--- src/rtl/nfca_pkg.sv ---
// Shared definitions for the NFC-A transmit arbiter: FSM state encoding and
// guard counter width.
package nfca_pkg;

  localparam int GUARD_W = 16;

  typedef logic [1:0] state_t;

  localparam state_t ST_IDLE  = 2'd0;
  localparam state_t ST_XFER  = 2'd1;
  localparam state_t ST_GUARD = 2'd2;

endpackage

--- src/rtl/nfca_tx_arbiter.sv ---
// Two-requester frame arbiter in front of the NFC-A TX controller: round-robin
// grant per frame, pass-through while a frame is in flight, then a guard gap.
module nfca_tx_arbiter
  import nfca_pkg::*;
#(
  parameter logic [GUARD_W-1:0] GUARD_CYCLES = 16'd1024
) (
  input  logic       clk,
  input  logic       rst,
  input  logic       s0_tvalid,
  output logic       s0_tready,
  input  logic [7:0] s0_tdata,
  input  logic [3:0] s0_tdatab,
  input  logic       s0_tlast,
  input  logic       s1_tvalid,
  output logic       s1_tready,
  input  logic [7:0] s1_tdata,
  input  logic [3:0] s1_tdatab,
  input  logic       s1_tlast,
  output logic       m_tvalid,
  input  logic       m_tready,
  output logic [7:0] m_tdata,
  output logic [3:0] m_tdatab,
  output logic       m_tlast,
  output logic [1:0] grant,
  output logic       busy
);

  // Handshake: a byte moves on a rising edge where tvalid & tready are both 1;
  // tvalid never waits on tready, and the granted side sees m_tready directly.

  state_t             state_q;
  logic [1:0]         grant_q;
  logic [GUARD_W-1:0] cnt_q;
  logic               last_s1_q;   // 1 when s1 owned the most recent grant

  logic xfer;
  logic pick_s1;
  logic hs_last;

  always_comb begin
    xfer     = (state_q == ST_XFER);
    m_tvalid = 1'b0;
    m_tdata  = 8'd0;
    m_tdatab = 4'd0;
    m_tlast  = 1'b0;
    if (xfer) begin
      if (grant_q[1]) begin
        m_tvalid = s1_tvalid;
        m_tdata  = s1_tdata;
        m_tlast  = s1_tlast;
        m_tdatab = s1_tvalid ? s1_tdatab : 4'd0;
      end else begin
        m_tvalid = s0_tvalid;
        m_tdata  = s0_tdata;
        m_tlast  = s0_tlast;
        m_tdatab = s0_tvalid ? s0_tdatab : 4'd0;
      end
    end
  end

  // grant_q is only non-zero in XFER, so it alone gates the ready paths.
  assign s0_tready = grant_q[0] & m_tready;
  assign s1_tready = grant_q[1] & m_tready;
  assign grant     = grant_q;
  assign busy      = (state_q != ST_IDLE);

  assign pick_s1 = s1_tvalid & (~s0_tvalid | ~last_s1_q);
  assign hs_last = m_tvalid & m_tready & m_tlast;

  always_ff @(posedge clk or posedge rst) begin
    if (rst) begin
      state_q   <= ST_IDLE;
      grant_q   <= 2'b00;
      cnt_q     <= '0;
      last_s1_q <= 1'b1;
    end else begin
      case (state_q)
        ST_IDLE: begin
          if (s0_tvalid | s1_tvalid) begin
            grant_q   <= pick_s1 ? 2'b10 : 2'b01;
            last_s1_q <= pick_s1;
            state_q   <= ST_XFER;
          end
        end
        ST_XFER: begin
          if (hs_last) begin
            grant_q <= 2'b00;
            if (GUARD_CYCLES == '0) begin
              state_q <= ST_IDLE;
            end else begin
              cnt_q   <= GUARD_CYCLES - 16'd1;
              state_q <= ST_GUARD;
            end
          end
        end
        ST_GUARD: begin
          // The cycle that reads zero is the last guard cycle.
          if (cnt_q == '0) state_q <= ST_IDLE;
          else             cnt_q   <= cnt_q - 16'd1;
        end
        default: begin
          state_q <= ST_IDLE;
          grant_q <= 2'b00;
        end
      endcase
    end
  end

endmodule
--- config.mk ---
export PLATFORM = sky130hd
export DESIGN_NAME = nfca_tx_arbiter
export DESIGN_NICKNAME = d
export VERILOG_FILES = /design/src/rtl/nfca_pkg.sv /design/src/rtl/nfca_tx_arbiter.sv
export SDC_FILE = /design/constraint.sdc
export NUM_CORES = 1
export LEC_CHECK = 0
export CORE_MARGIN = 8
export CORE_UTILIZATION = 31
export DETAILED_ROUTE_END_ITERATION = 10
export PLACE_DENSITY = 0.71
export SYNTH_ARGS = -nofsm -noshare
export SYNTH_HDL_FRONTEND = slang
export SYNTH_SLANG_ARGS = --single-unit
--- constraint.sdc ---
create_clock -name clk -period 2.35 [get_ports clk]
set_input_delay 0.235 -clock clk [delete_from_list [all_inputs] [get_ports clk]]
set_output_delay 0.235 -clock clk [all_outputs]
set_load 0.05 [all_outputs]
==> impl_metrics.env, run 1 <==
export IMPL_viasPerCell=5.387
export IMPL_clk_latency_ps=260
export IMPL_rsz0062_at_grt="false"
export IMPL_die_h_um=82.88
export IMPL_place_gp_congestion=0.7911
export IMPL_power_density_nw_per_um2=999.0
export IMPL_ys_async_sr_fraction_pct=100.0
export IMPL_h_tree_depth=1
export IMPL_drt_total_wl_um=4030
export IMPL_synth_fa_ha_area_share_pct=0.9025
export IMPL_utilization_pct=46.82
export IMPL_critPathLaunchType="register"
export IMPL_synth_area_sq_um=1386
export IMPL_synth_net_count=193
export IMPL_antenna_found_initial=0
export IMPL_synthCells=161
export IMPL_synth_commonest_cells="nor2_1 (24), dfrtp_1 (20), mux2i_1 (15)"
export IMPL_timing_fmax_mhz=438.4
export IMPL_hp_class="primary input to asynchronous set/reset pin"
export IMPL_ys_ff_latch=21
export IMPL_crit_buf_inv=1
export IMPL_p_comb_share_pct=62.7
export IMPL_die_area_sq_um=6868
export IMPL_slew_headroom_pct=44.53
export IMPL_core_area_sq_um=4324
export IMPL_cts_made_buffers=3
export IMPL_ff2ff_path_depth=6
export IMPL_rows=24
export IMPL_drcViolationCount=0
export IMPL_synth_top_area_share_pct=36.10
export IMPL_fin_worst_skew_ps=5.117
export IMPL_max_stage_delay_ps=640
export IMPL_synth_mux_area_share_pct=10.83
export IMPL_antenna_left=0
export IMPL_grtUsageTotal_pct=11.81
export IMPL_start_util_pct=32.06
export IMPL_ys_warn_count=0
export IMPL_seq_area_frac_synth_pct=38.00
export IMPL_worstSetupPathType="register to register"
export IMPL_diodes=0
export IMPL_routedWlPerCell_um=15.44
export IMPL_synth_area_top_cells="dfrtp_1 (36%), mux2i_1 (11%), nor2_1 (6.5%)"
export IMPL_vdd_ir_drop_max_v=0.0004285
export IMPL_die_w_um=82.88
export IMPL_grt_max_degree=22
export IMPL_synth_xor_area_share_pct=0
export IMPL_dp_final_hpwl_um=3076
export IMPL_synth_area_per_cell_sq_um=8.611
export IMPL_cts_sinks=21
export IMPL_portBuffers=49
export IMPL_r2r_end="cnt_q[3]$_DFFE_PP0P_"
export IMPL_nets=242
export IMPL_ios=50
export IMPL_yosysMostFrequentCell="nor2_1"
export IMPL_grt_ovfl_total=0
export IMPL_cp_top_family="simple AND/OR/NAND/NOR gates"
export IMPL_setup_violations=0
export IMPL_r2r_slack_ps=70
export IMPL_root_buffer="clkbuf_8"
export IMPL_areaGrowthSynthToFinish_pct=46.03
export IMPL_drv_cap=0
export IMPL_critPathCaptureType="register"
export IMPL_critPathMaxFanout=8
export IMPL_worstPathCellList="inv_1 -> ha_2 -> or4b_2 -> or4_4 -> a211oi_2 -> a31oi_1"
export IMPL_min_period_ps=2281
export IMPL_grt_pass1_vias=1418
export IMPL_tightest_slew_ps=831.2
export IMPL_clock_tree_buffer_depth=2
export IMPL_p_clk_share_pct=11.5
export IMPL_fillCellCount=430
export IMPL_drive_gt1_share_pct=14.35
export IMPL_cp_required_ps=2470
export IMPL_synth_top_family_by_area="simple AND/OR/NAND/NOR gates"
export IMPL_yosys_area_top_type="dfrtp_1"
export IMPL_maxSlewViolCount=0
export IMPL_timing_final_hold_violations=0
export IMPL_drt_iter0_markers=116
export IMPL_post_cts_buffers=0
export IMPL_p_sw_uw=990.2
export IMPL_synthSimpleGateAreaFrac_pct=29.78
export IMPL_swShare_pct=48.96
export IMPL_cts_tree="yes"
export IMPL_p_int_mw=1.032
export IMPL_setup_tns_ps=0
export IMPL_clk_pin_slew_ps=80
export IMPL_power_leakage_nw=0.8037
export IMPL_timing_rr_start="cnt_q[0]$_DFFE_PP0P_"
export IMPL_fin_hold_ws_ps=445.6
export IMPL_synth_cell_types=39
export IMPL_status="complete, no violations"
export IMPL_period_share_pct=97.06
export IMPL_slowest_stage="or4b_2"
export IMPL_vias=1406
export IMPL_grt_first_pass_wirelength_um=6996
export IMPL_arrival_ps=2400
export IMPL_synth_edff_count=0
export IMPL_pwr_share_seq_pct=25.9
export IMPL_synth_compound_area_share_pct=15.70
export IMPL_dr_pass1_iters=4
export IMPL_ys_flop_type="dfrtp_1"
power groups by stage:
| stage | clock (mW) | sequential, mW | combinational [mW] |
|---|---|---|---|
| floorplan | 0 | 0.538 | 0.782 |
| global placement | 0 | 0.527 | 1.27 |
| detailed placement | 0 | 0.528 | 1.27 |
| CTS | 0.237 | 0.522 | 1.28 |
| global route | 0.264 | 0.537 | 1.35 |
| finish | 0.232 | 0.523 | 1.27 |
cells by family (layout without fill, tap and decap cells):
kind of cell | after synthesis | in the layout
buf+inv | 15 | 63
compound gates | 32 | 32
mux | 15 | 15
flops | 21 | 21
simple gates | 77 | 77
fa+ha+maj | 1 | 1
flip-flops by register name, indices dropped and copies added, names as in the netlist:
name / count
last_s1_q: 1
state_q: 2
cnt_q: 16
grant: 2
per-layer routing:
metal | track usage [%] | share of wire [%] | vias up
li1 | - | - | 697
met1 | 14.06 | 41 | 661
met2 | 21.00 | 53 | 37
met3 | 1.074 | 3.0 | 11
met4 | 4.792 | 2.5 | 0
met5 | 0 | 0 | -
metrics by stage:
step	power (mW)	worst slack [ps]	instance area [sq um]	std cells
6_report	2.022	69.17	2024	261
5_1_grt	2.151	0.2367	2024	261
4_1_cts	2.034	27.76	2017	261
3_5_place_dp	1.799	78.37	1972	257
3_3_place_gp	1.796	179.1	1972	257
2_1_floorplan	1.319	54.06	1386	161
repair_timing:
action | 4_1_cts | 5_1_grt
hold buffers | 0 | 0
resized for setup | 0 | 2
setup endpoints to repair | 0 | 5
cell usage in the layout, fill, tap and decap left out, drive strengths merged:
cell type / Yosys / layout
a211oi: 3 / 3
a21oi: 7 / 7
a31oi: 5 / 5
a32oi: 5 / 5
and2: 3 / 3
and3: 1 / 1
and4: 1 / 1
buf: 4 / 19
clkbuf: 5 / 4
clkdlybuf4s50: 0 / 34
dfrtp: 20 / 20
dfstp: 1 / 1
ha: 1 / 1
inv: 6 / 6
mux2i: 15 / 15
nand2: 9 / 9
nand2b: 3 / 3
nand3: 2 / 2
nand4: 3 / 3
nand4bb: 1 / 1
nor2: 24 / 24
nor2b: 6 / 6
nor3: 7 / 7
nor4: 5 / 5
nor4b: 1 / 1
o211ai: 1 / 1
o21ai: 3 / 3
o22ai: 2 / 2
o311ai: 2 / 2
o31ai: 2 / 2
o41ai: 2 / 2
or2: 1 / 1
or3: 5 / 5
or4: 4 / 4
or4b: 1 / 1
how the worst max path moves through the flow:
stage	from	end	depth (start not counted)
after detailed placement	cnt_q[0]$_DFFE_PP0P_	cnt_q[3]$_DFFE_PP0P_	6
after floorplan	grant[1]$_DFFE_PP0P_	m_tdatab[0]	4
after global placement	cnt_q[0]$_DFFE_PP0P_	cnt_q[3]$_DFFE_PP0P_	6
final	cnt_q[0]$_DFFE_PP0P_	cnt_q[3]$_DFFE_PP0P_	6
after global routing	cnt_q[0]$_DFFE_PP0P_	cnt_q[1]$_DFFE_PP0P_	6
after CTS	cnt_q[0]$_DFFE_PP0P_	cnt_q[3]$_DFFE_PP0P_	6
area by class of cell:
| class | count | area, sq um | share of cell area, % |
|---|---|---|---|
| multi-input combinational | 125 | 807.0 | 39.86 |
| clock buffer | 4 | 45.04 | 2.225 |
| inverter | 6 | 22.52 | 1.112 |
| tap | 52 | 65.06 | 3.214 |
| timing repair buffer | 53 | 558.0 | 27.56 |
| sequential | 21 | 526.8 | 26.02 |
(Power assumes the default switching activity.)
==> run 2: changes to the inputs <==
- CORE_MARGIN: 8 -> 4
- SLEW_MARGIN: unset -> 10
==> impl_metrics.env, run 2 (same netlist as run 1, synthesis figures left out) <==
export IMPL_status="complete, no violations"
export IMPL_cp_required_ps=2480
export IMPL_cts_made_buffers=3
export IMPL_nets=243
export IMPL_ios=50
export IMPL_dr_pass1_iters=4
export IMPL_grt_first_pass_wirelength_um=5775
export IMPL_setup_violations=0
export IMPL_die_w_um=74.88
export IMPL_areaGrowthSynthToFinish_pct=44.40
export IMPL_grt_pass1_vias=1217
export IMPL_top_register="cnt_q"
export IMPL_maxSlewViolCount=0
export IMPL_largest_reg_flops=16
export IMPL_timing_rr_start="cnt_q[0]$_DFFE_PP0P_"
export IMPL_vdd_ir_drop_max_v=0.0004152
export IMPL_critPathCaptureType="register"
export IMPL_drt_iter0_markers=42
export IMPL_power_leakage_nw=0.8028
export IMPL_power_density_nw_per_um2=989.7
export IMPL_clock_tree_buffer_depth=2
export IMPL_post_cts_buffers=0
export IMPL_cts_tree="yes"
export IMPL_critPathMaxFanout=8
export IMPL_vias=1376
export IMPL_portBuffers=49
export IMPL_utilization_pct=45.98
export IMPL_tightest_slew_ps=781.8
export IMPL_viasPerCell=5.252
export IMPL_die_h_um=74.88
export IMPL_clk_latency_ps=260
export IMPL_grt_max_degree=22
export IMPL_critPathLaunch="cnt_q[0]$_DFFE_PP0P_"
export IMPL_final_area_sq_um=2002
export IMPL_ff2ff_path_depth=6
export IMPL_core_area_sq_um=4354
export IMPL_layout_commonest_cell="clkdlybuf4s50_1"
export IMPL_drive_gt1_share_pct=14.29
export IMPL_cts_sinks=21
export IMPL_diodes=0
export IMPL_rows=24
export IMPL_fin_worst_skew_ps=5.908
export IMPL_rsz0062_at_grt="false"
export IMPL_root_buffer="clkbuf_8"
export IMPL_slew_headroom_pct=47.82
export IMPL_min_period_ps=2256
export IMPL_power_mw=1.981
export IMPL_setup_tns_ps=0
export IMPL_place_area_sq_um=1954
export IMPL_clk_pin_slew_ps=80
export IMPL_routedWlPerCell_um=14.47
export IMPL_hp_class="primary input to asynchronous set/reset pin"
export IMPL_start_util_pct=31.84
export IMPL_timing_fmax_mhz=443.2
export IMPL_drv_cap=0
export IMPL_arrival_ps=2390
export IMPL_h_tree_depth=1
export IMPL_timing_final_hold_violations=0
export IMPL_dp_final_hpwl_um=2872
export IMPL_place_gp_congestion=0.8232
export IMPL_critPathLaunchType="register"
export IMPL_drt_total_wl_um=3790
export IMPL_antenna_found_initial=0
export IMPL_layout_common_cells="clkdlybuf4s50_1 (34), nor2_1 (24), dfrtp_1 (20)"
export IMPL_drcViolationCount=0
export IMPL_antenna_left=0
export IMPL_period_share_pct=96.01
export IMPL_worstSetupPathType="register to register"
export IMPL_grtUsageTotal_pct=13.04
export IMPL_grt_ovfl_total=0
export IMPL_die_area_sq_um=5606
[run 2: path summary, 6_finish.rpt]
check	to	slack (ps)
worst min register to register	cnt_q[0]$_DFFE_PP0P_	510
worst max-delay path	cnt_q[3]$_DFFE_PP0P_	90
max in group asynchronous	cnt_q[0]$_DFFE_PP0P_	1440
worst max register to register	cnt_q[3]$_DFFE_PP0P_	90
min in group clk	cnt_q[0]$_DFFE_PP0P_	510
worst min-delay path	cnt_q[15]$_DFFE_PP0P_	430
[run 2: critical path: stages, from the launching register on]
cell      delay, ps
dfrtp_1         410
inv_1            70
ha_1            190
or4b_2          630
or4_4           500
a211oi_1        270
a31oi_1          60
[run 2: what timing repair did]
| item | 4_1_cts | 5_1_grt |
|---|---|---|
| endpoints found under the hold margin | 0 | 0 |
| endpoints found under the setup margin | 0 | 1 |
| hold buffers | 0 | 0 |
| resized for setup | 0 | 1 |
[run 2: layer usage]
layer / GRT usage [%] / share of wire [%] / up-vias
li1: - / - / 701
met1: 18.67 / 47 / 649
met2: 20.41 / 49 / 19
met3: 1.335 / 1.9 / 7
met4: 4.545 / 2.1 / 0
met5: 0 / 0 / -
[run 2: final cells by class]
class / count / area [sq um]
fill: 423 / 2352
multi-input combinational: 125 / 802.0
timing repair buffer: 54 / 540.5
sequential: 21 / 526.8
tap: 52 / 65.06
clock buffer: 4 / 45.04
inverter: 6 / 22.52
[run 2: report_power, final]
group	leakage (nW)	switching (mW)	internal, mW	total, mW
registers	0.233	0.0935	0.431	0.525
clock network	0.0228	0.116	0.121	0.237
logic	0.547	0.772	0.448	1.22
[run 2: per-stage QoR]
stage          worst slack (ps)  instances  hold slack, ps
3_5_place_dp              109.6        258           499.1
2_1_floorplan             54.06        161           210.8
3_3_place_gp              177.0        258           486.8
6_report                  93.74        262           425.4
5_1_grt                   8.153        262           520.3
4_1_cts                   89.60        262           470.8
==> run 3: changes to the inputs <==
- ABC_AREA: unset -> 0
==> results of run 3 <==
Final layout, timing and power as in run 2 (identical DEF).
